--- config.mk ---
export PLATFORM = sky130hd
export DESIGN_NAME = uart_tx_arbiter
export DESIGN_NICKNAME = d
export VERILOG_FILES = /design/src/rtl/uart_arb_pkg.sv /design/src/rtl/rr_pick.sv /design/src/rtl/uart_tx_arbiter.sv
export SDC_FILE = /design/constraint.sdc
export NUM_CORES = 1
export LEC_CHECK = 0
export ABC_AREA = 1
export BUFFER_PORTS_ARGS = -buffer_cell sky130_fd_sc_hd__buf_2
export CAP_MARGIN = 20
export CELL_PAD_IN_SITES_DETAIL_PLACEMENT = 2
export CELL_PAD_IN_SITES_GLOBAL_PLACEMENT = 2
export CORE_UTILIZATION = 29
export DETAILED_ROUTE_END_ITERATION = 10
export PLACE_DENSITY_LB_ADDON = 0.15
export SLEW_MARGIN = 10
export SYNTH_ARGS = -nofsm -noshare
export SYNTH_HDL_FRONTEND = slang
export SYNTH_SLANG_ARGS = --single-unit
--- constraint.sdc ---
create_clock -name CLK -period 1.82 [get_ports CLK]
set_input_delay 0.182 -clock CLK [delete_from_list [all_inputs] [get_ports CLK]]
set_output_delay 0.182 -clock CLK [all_outputs]
set_load 0.03 [all_outputs]
--- src/rtl/uart_arb_pkg.sv ---
// Shared definitions for the UART transmit arbiter: FSM encoding, byte width
// and a small one-hot to index helper.
package uart_arb_pkg;

  localparam int BYTE_W = 8;

  typedef enum logic [1:0] {
    S_IDLE = 2'd0,
    S_LOCK = 2'd1,
    S_HOLD = 2'd2
  } state_t;

  // Encodes a one-hot vector of up to 8 requesters into an index.
  function automatic logic [2:0] oh_idx(input logic [7:0] oh);
    oh_idx = 3'd0;
    for (int k = 0; k < 8; k++) begin
      if (oh[k]) oh_idx = 3'(k);
    end
  endfunction

endpackage

--- src/rtl/rr_pick.sv ---
// Combinational round-robin picker: first set request strictly after ptr,
// wrapping around to bit 0.
module rr_pick #(
  parameter int N  = 4,
  parameter int PW = (N > 1) ? $clog2(N) : 1
) (
  input  logic [N-1:0]  req,
  input  logic [PW-1:0] ptr,
  output logic [N-1:0]  pick,
  output logic          valid
);

  localparam logic [N-1:0] ONE = N'(1);

  logic [N-1:0] mask_hi;
  logic [N-1:0] req_hi;
  logic [N-1:0] pick_hi;
  logic [N-1:0] pick_lo;

  genvar gi;
  generate
    for (gi = 0; gi < N; gi++) begin : g_mask
      assign mask_hi[gi] = (gi > int'(ptr));
    end
  endgenerate

  // Lowest set bit of the upper window wins; otherwise wrap to the lowest overall.
  assign req_hi  = req & mask_hi;
  assign pick_hi = req_hi & (~req_hi + ONE);
  assign pick_lo = req & (~req + ONE);
  assign pick    = (|req_hi) ? pick_hi : pick_lo;
  assign valid   = |req;

endmodule

--- src/rtl/uart_tx_arbiter.sv ---
// Shares one UART transmitter among N byte streams with round-robin arbitration,
// packet locking until a LAST byte, and forced release after an idle timeout.
module uart_tx_arbiter
  import uart_arb_pkg::*;
#(
  parameter int N       = 4,
  parameter int Timeout = 1023
) (
  input  logic                CLK,
  input  logic                RSTN,
  input  logic [N-1:0]        REQ,
  input  logic [BYTE_W*N-1:0] DIN,
  input  logic [N-1:0]        LAST,
  output logic [N-1:0]        ACK,
  output logic [N-1:0]        GRANT,
  input  logic                UART_RDY,
  output logic                UART_WE,
  output logic [BYTE_W-1:0]   UART_DIN,
  output logic                TIMEOUT
);

  localparam int PW = (N > 1) ? $clog2(N) : 1;
  localparam int CW = $clog2(Timeout + 1);
  localparam logic [CW-1:0] CNT_LAST = CW'(Timeout - 1);

  state_t              state_reg, state_next;
  logic [N-1:0]        grant_reg, grant_next;
  logic [PW-1:0]       owner_reg, owner_next;
  logic [PW-1:0]       ptr_reg, ptr_next;
  logic [CW-1:0]       cnt_reg, cnt_next;
  logic                last_flag_reg, last_flag_next;
  logic [N-1:0]        ack_reg, ack_next;
  logic                we_reg, we_next;
  logic [BYTE_W-1:0]   udin_reg, udin_next;
  logic                tmo_reg, tmo_next;

  logic [N-1:0]        pick;
  logic                pick_valid;
  logic [PW-1:0]       pick_idx;
  logic [BYTE_W-1:0]   din_arr [N];

  genvar gi;
  generate
    for (gi = 0; gi < N; gi++) begin : g_din
      assign din_arr[gi] = DIN[gi*BYTE_W +: BYTE_W];
    end
  endgenerate

  rr_pick #(.N(N), .PW(PW)) u_pick (
    .req   (REQ),
    .ptr   (ptr_reg),
    .pick  (pick),
    .valid (pick_valid)
  );

  assign pick_idx = PW'(oh_idx(8'(pick)));

  always_ff @(posedge CLK or negedge RSTN) begin
    if (!RSTN) begin
      state_reg     <= S_IDLE;
      grant_reg     <= '0;
      owner_reg     <= '0;
      ptr_reg       <= PW'(N - 1);
      cnt_reg       <= '0;
      last_flag_reg <= 1'b0;
      ack_reg       <= '0;
      we_reg        <= 1'b0;
      udin_reg      <= '0;
      tmo_reg       <= 1'b0;
    end else begin
      state_reg     <= state_next;
      grant_reg     <= grant_next;
      owner_reg     <= owner_next;
      ptr_reg       <= ptr_next;
      cnt_reg       <= cnt_next;
      last_flag_reg <= last_flag_next;
      ack_reg       <= ack_next;
      we_reg        <= we_next;
      udin_reg      <= udin_next;
      tmo_reg       <= tmo_next;
    end
  end

  always_comb begin
    state_next     = state_reg;
    grant_next     = grant_reg;
    owner_next     = owner_reg;
    ptr_next       = ptr_reg;
    cnt_next       = cnt_reg;
    last_flag_next = last_flag_reg;
    ack_next       = '0;
    we_next        = 1'b0;
    udin_next      = udin_reg;
    tmo_next       = 1'b0;

    case (state_reg)
      S_IDLE: begin
        cnt_next = '0;
        if (pick_valid) begin
          grant_next = pick;
          owner_next = pick_idx;
          state_next = S_LOCK;
        end
      end
      S_LOCK: begin
        if (REQ[owner_reg] && UART_RDY) begin
          udin_next      = din_arr[owner_reg];
          we_next        = 1'b1;
          ack_next       = grant_reg;
          cnt_next       = '0;
          last_flag_next = LAST[owner_reg];
          state_next     = S_HOLD;
        end else if (REQ[owner_reg]) begin
          // Owner is still presenting a byte; only the UART is busy.
          cnt_next = '0;
        end else if (cnt_reg >= CNT_LAST) begin
          tmo_next   = 1'b1;
          grant_next = '0;
          ptr_next   = owner_reg;
          cnt_next   = '0;
          state_next = S_IDLE;
        end else begin
          cnt_next = cnt_reg + CW'(1);
        end
      end
      S_HOLD: begin
        if (last_flag_reg) begin
          grant_next = '0;
          ptr_next   = owner_reg;
          state_next = S_IDLE;
        end else begin
          state_next = S_LOCK;
        end
      end
      default: state_next = S_IDLE;
    endcase
  end

  assign ACK      = ack_reg;
  assign GRANT    = grant_reg;
  assign UART_WE  = we_reg;
  assign UART_DIN = udin_reg;
  assign TIMEOUT  = tmo_reg;

endmodule

After elaboration in Yosys (flattened, before gate mapping)
Cells that the tools add are included.
Word-level totals
  flip-flop bits (word level): 35
  bits in latches: 0
  bits in writable memories: 0
  ROM bits: 0
  bits of input ports: 43
  word-level logic and storage cells: 86
  memories: 0
Cells by class
  $add $sub $neg: 3
  multipliers: 0
  divide/modulo/power cells: 0
  $lt $le $gt $ge: 6
  eq/ne operators: 9
  shifts and indexed selects: 0
  mux-type cells: 40
  bitwise gates (word level): 6
  reduce and logical (&&, ||, !) cells: 12
Operators with widths (count)
  2-to-1 mux 4 bit: 8
  2-to-1 mux 10 bit: 3
  2-to-1 mux 2 bit: 10
  one-hot mux 10 bit (2 select lines): 1
  binary-select mux 8 bit (select 2 bit): 1
  2-to-1 mux 8 bit: 2
  bitwise AND 4 bit: 3
  one-hot mux 4 bit (3 select lines): 1
  adder 10 x 1 -> 10 bit (second input constant): 1
  greater-or-equal comparator 10 bit (second input constant): 1
  2-to-1 mux 1 bit: 10
  inequality test 2 bit (second input constant): 5
  adder 4 x 1 -> 4 bit (second input constant): 2
  inverter 4 bit: 2
  OR reduction 4 bit: 2
  inequality test 3 bit (second input constant): 2
  one-hot mux 2 bit (3 select lines): 1
  AND reduction 6 bit: 1
  AND reduction 5 bit: 1
  binary-select mux 1 bit (select 2 bit): 2
  > comparator 2 bit (first input constant): 2
  one-hot mux 2 bit (2 select lines): 1
  AND reduction 2 bit: 2
  nonzero test 2 bit: 2
  other kinds (10): 10

Logic depth before layout (Yosys ltp)
  word-level depth: 9
  depth in mapped cells: 11
  depth with buffers taken out: 11

Hierarchy
A second synthesis with hierarchy kept.
Unflattened totals
  cells, all modules: 279
  area, all modules: 2105.8 um^2
Modules (own cells, without submodules)
  uart_tx_arbiter: times used 1, cells an instance 255, area an instance 1983.2 um^2, sequential area each 878.3 um^2
  rr_pick: times used 1, cells an instance 24, area an instance 122.6 um^2, sequential area each 0.0 um^2

Least setup slack after synthesis
OpenSTA, ideal clock, no wires.
  kind: flip-flop to flip-flop
  from: register state_reg[1]
  to: register cnt_reg[8]
  data arrival time: 1.257 ns
  data required time: 1.697 ns
  path slack: 0.440 ns
  cell stages (with the launch flop): 7
  buffers on the path: 0
  period minus slack after synthesis: 1.380 ns
  path through: dfrtp_1 -> inv_1 -> ha_1 -> nor2_2 -> nor3_2 -> xnor2_1 -> a21oi_2
On the way
  cells in the longest elaborated chain, start to end: 2
  elaborated cells on any way between the ends: 4
Ends and longest elaborated chain
  start: declaration: RTL line uart_tx_arbiter.sv:26  | state_t state_reg, state_next;
  start signal: assignment: RTL line uart_tx_arbiter.sv:71  | state_reg <= state_next;
  equality test 2 x 1 -> 1 bit or logical NOT 2 bit (tied branches): RTL line uart_tx_arbiter.sv:96  | case (state_reg)
  one-hot mux 10 bit (2 select lines) or nonzero test 2 bit (tied branches)
  end signal: assignment: RTL line uart_tx_arbiter.sv:75  | cnt_reg <= cnt_next;
  end: declaration: RTL line uart_tx_arbiter.sv:30  | logic [CW-1:0] cnt_reg, cnt_next;
Several ways; a longest one is shown, not always the timed one.
A chain may end at the register's enable or synchronous reset.

Worst setup path after layout
  from: register state_reg[1]
  to: register cnt_reg[2]
The elaborated chain is that of the path after synthesis.

==> results.md <==
- Slew Limit Fails: 0
- CTS tree: done
- Kind of start point of the critical path: flip-flop
- Num rows: 30
- # fillers: 845
- Die area: 7726 sq um
- DRC: 0
- Multi-input gate area: 1084 sq um
- Maximum vdd ir drop: 424.7 uV
- Overflow after GRT: 0
- Final ANT Viol Nets: 0
- Setup violators final: 0
- Largest net degree at the start of global routing: 36
- Flops & latches, synth: 35
- Post-Synth XOR/XNOR Area: 2.865%
- Multiplexer area fraction after synthesis: 0%
- Chip Height: 87.90 um
- Fin nets: 391
- Top Ports: 61
- Clk buf depth: 2
- Starting DRC count in detailed routing: 50
- CP Capture Type: flip-flop
- Synth Area in Adders: 3.509%
- Top achievable clock speed: 632.1 MHz
- Outcome: complete, no violations
- Synth Warn #: 0
- Final Total Pwr: 4.162 mW
- Via Count: 2052
- Post-Synth Simple-Gate Area: 32.92%
- Root Buffer: clkbuf_8
- Worst rel slew slack: 68.33%
- Hold Slack: 0.3005 ns
- Initial antenna violation count: 0
- Pwr dens: 1552 nW/um^2
- Syn_nets: 326
- Tcrit/Tclk final: 86.93%
- Syn Inst Count: 277
- Minimum clock period: 1.582 ns
- First-pass GRT wire length: 10.67 mm
- Layout cell share with drive strength beyond 1: 30.90%
- Final count of hold timing violations: 0
- Required time of the critical path: 2.03 ns
- Post-synthesis sequential area ratio: 41.05%
- Storage cell area: 878.3 sq um
- Main combinational cell family by area after synthesis: simple AND/OR/NAND/NOR gates
- Setup Skew: 0.002863 ns
- Worst-Margin Slew: 0.4751 ns
- CP Max Fanout: 7
- Gr usage total: 18.15%
- Routed wire per std cell: 14.64 um
- Crit path DAT: 1.79 ns
- Synth unique cells: 33
- Clock transition at path regs: 0.07 ns
- Ant. Diodes: 0
- Port bufs: 60
- Routed Wire Length: 6.429 mm
- CTS buffer count: 5
- Die X: 87.90 um
- DP HPWL: 5.169 mm
- Max_cap viols: 0
- CTS H-tree lvls: 2
- Number of global-route vias before repair: 2286
- Leakage power: 1.357 nW
- Setup TNS Final: 0 ns
- Synthesized area: 2140 sq um
- Critical setup path kind: reg2reg
- Clk_lat worst skew: 0.29 ns
- Starting Density: 30.81%
- Post-synth top area cell: dfrtp_1
- Post-synthesis compound-gate area fraction: 11.35%
- Clock Sinks: 35
- RSZ-0062 raised after global routing: no
- Max FFs per register: 10
- Hold Crit Class: in2reg
- Final core utilization: 38.61%
- Via density: 4.674
- Syn avg cell area: 7.724 sq um
- Area growth syn-to-layout: 25.32%
- Top-area cell type share of the netlist area: 38.60%
- Core Area: 6944 sq um
- GPL Wtd Cong: 0.7573
- Largest cells by area after synthesis: dfrtp_1, nand2_1, nor2_1
- Pre-antenna DRT Iters: 4
==> kinds of logic after synthesis <==
kind of cell,count (synthesis)
adder cells (fa/ha/maj),6
AO/OA/AOI/OAI,42
buffers and inverters,38
AND/OR/NAND/NOR,149
flip-flops,35
XOR/XNOR,7
==> power by group <==
| part | internal [mW] | switching (mW) | total, mW |
|---|---|---|---|
| Clock | 0.548 | 0.292 | 0.839 |
| Combinational | 0.676 | 1.44 | 2.12 |
| Sequential | 1.02 | 0.184 | 1.20 |
==> cell usage after synthesis (all sizes together) <==
master and n:
a21oi 2, a22oi 3, and3 1, buf 7, clkbuf 2, dfrtp 33
dfstp 2, ha 6, inv 29, nand2 77, nand3 19, nand4 3
nor2 45, nor3 4, o21ai 24, o22ai 13, xnor2 2, xor2 5
==> per-layer routing <==
metal / track usage (%) / up-vias / part of all wire [%]
met1: 21.55 / 982 / 44
li1: - / 1018 / -
met3: 4.807 / 6 / 4.5
met5: 0 / - / 0
met2: 32.42 / 46 / 50
met4: 4.471 / 0 / 1.2
==> worst paths after layout <==
path | from | endpoint | slack, ns | cells after the start
worst max-delay path | state_reg[1]$_DFFE_PN0P_ | cnt_reg[2]$_DFFE_PN0P_ | 0.24 | 5
worst max register to register | state_reg[1]$_DFFE_PN0P_ | cnt_reg[2]$_DFFE_PN0P_ | 0.24 | 5
min in group asynchronous | RSTN | owner_reg[1]$_DFFE_PN0P_ | 0.47 | 3
worst min register to register | UART_DIN[0]$_DFFE_PN0P_ | UART_DIN[0]$_DFFE_PN0P_ | 0.48 | 2
max in group asynchronous | RSTN | ptr_reg[1]$_DFFE_PN1P_ | 1.01 | 3
worst min-delay path | DIN[0] | UART_DIN[0]$_DFFE_PN0P_ | 0.30 | 5
==> metrics by stage <==
stage | worst slack, ns | area, sq um | instances
6_report | 0.2379 | 2681 | 439
5_1_grt | 0.08760 | 2681 | 439
4_1_cts | 0.2113 | 2681 | 439
3_5_place_dp | 0.2279 | 2539 | 430
3_3_place_gp | 0.2972 | 2539 | 430
2_1_floorplan | 0.4399 | 2140 | 277
==> worst max-delay path: stages (launching register included) <==
cell and delay (ns):
dfrtp_1 0.40, inv_1 0.09, ha_1 0.31, nor2_2 0.33, inv_1 0.18, o22ai_1 0.19
==> cell type report <==
type,instances,area share [%]
Timing Repair Buffer,67,13.25
Multi-Input combinational cell,204,40.41
Clock inverter,2,2.240
Inverter,29,4.153
Sequential cell,35,32.76
Clock buffer,6,2.706
Tap cell,96,4.480
==> timing repair <==
action                    in CTS  in global routing
hold endpoints to repair      33                  0
setup buffers                  0                  0
hold buffers                   1                  0
resized for setup              0                  0
==> layout by cell type, fill, tap and decap left out, types with 3 or more instances in the layout <==
cell	count
xor2_1	5
o21ai_1	4
buf_2	60
nor2_1	41
buf_4	6
ha_1	6
nand2_1	61
nand3_2	3
nand3_1	16
o21ai_0	20
o22ai_1	13
nor2_2	3
clkbuf_8	5
dfrtp_1	33
nand2_2	12
nand2_4	4
inv_1	26
Note: power is estimated with default switching activity, not from simulation.
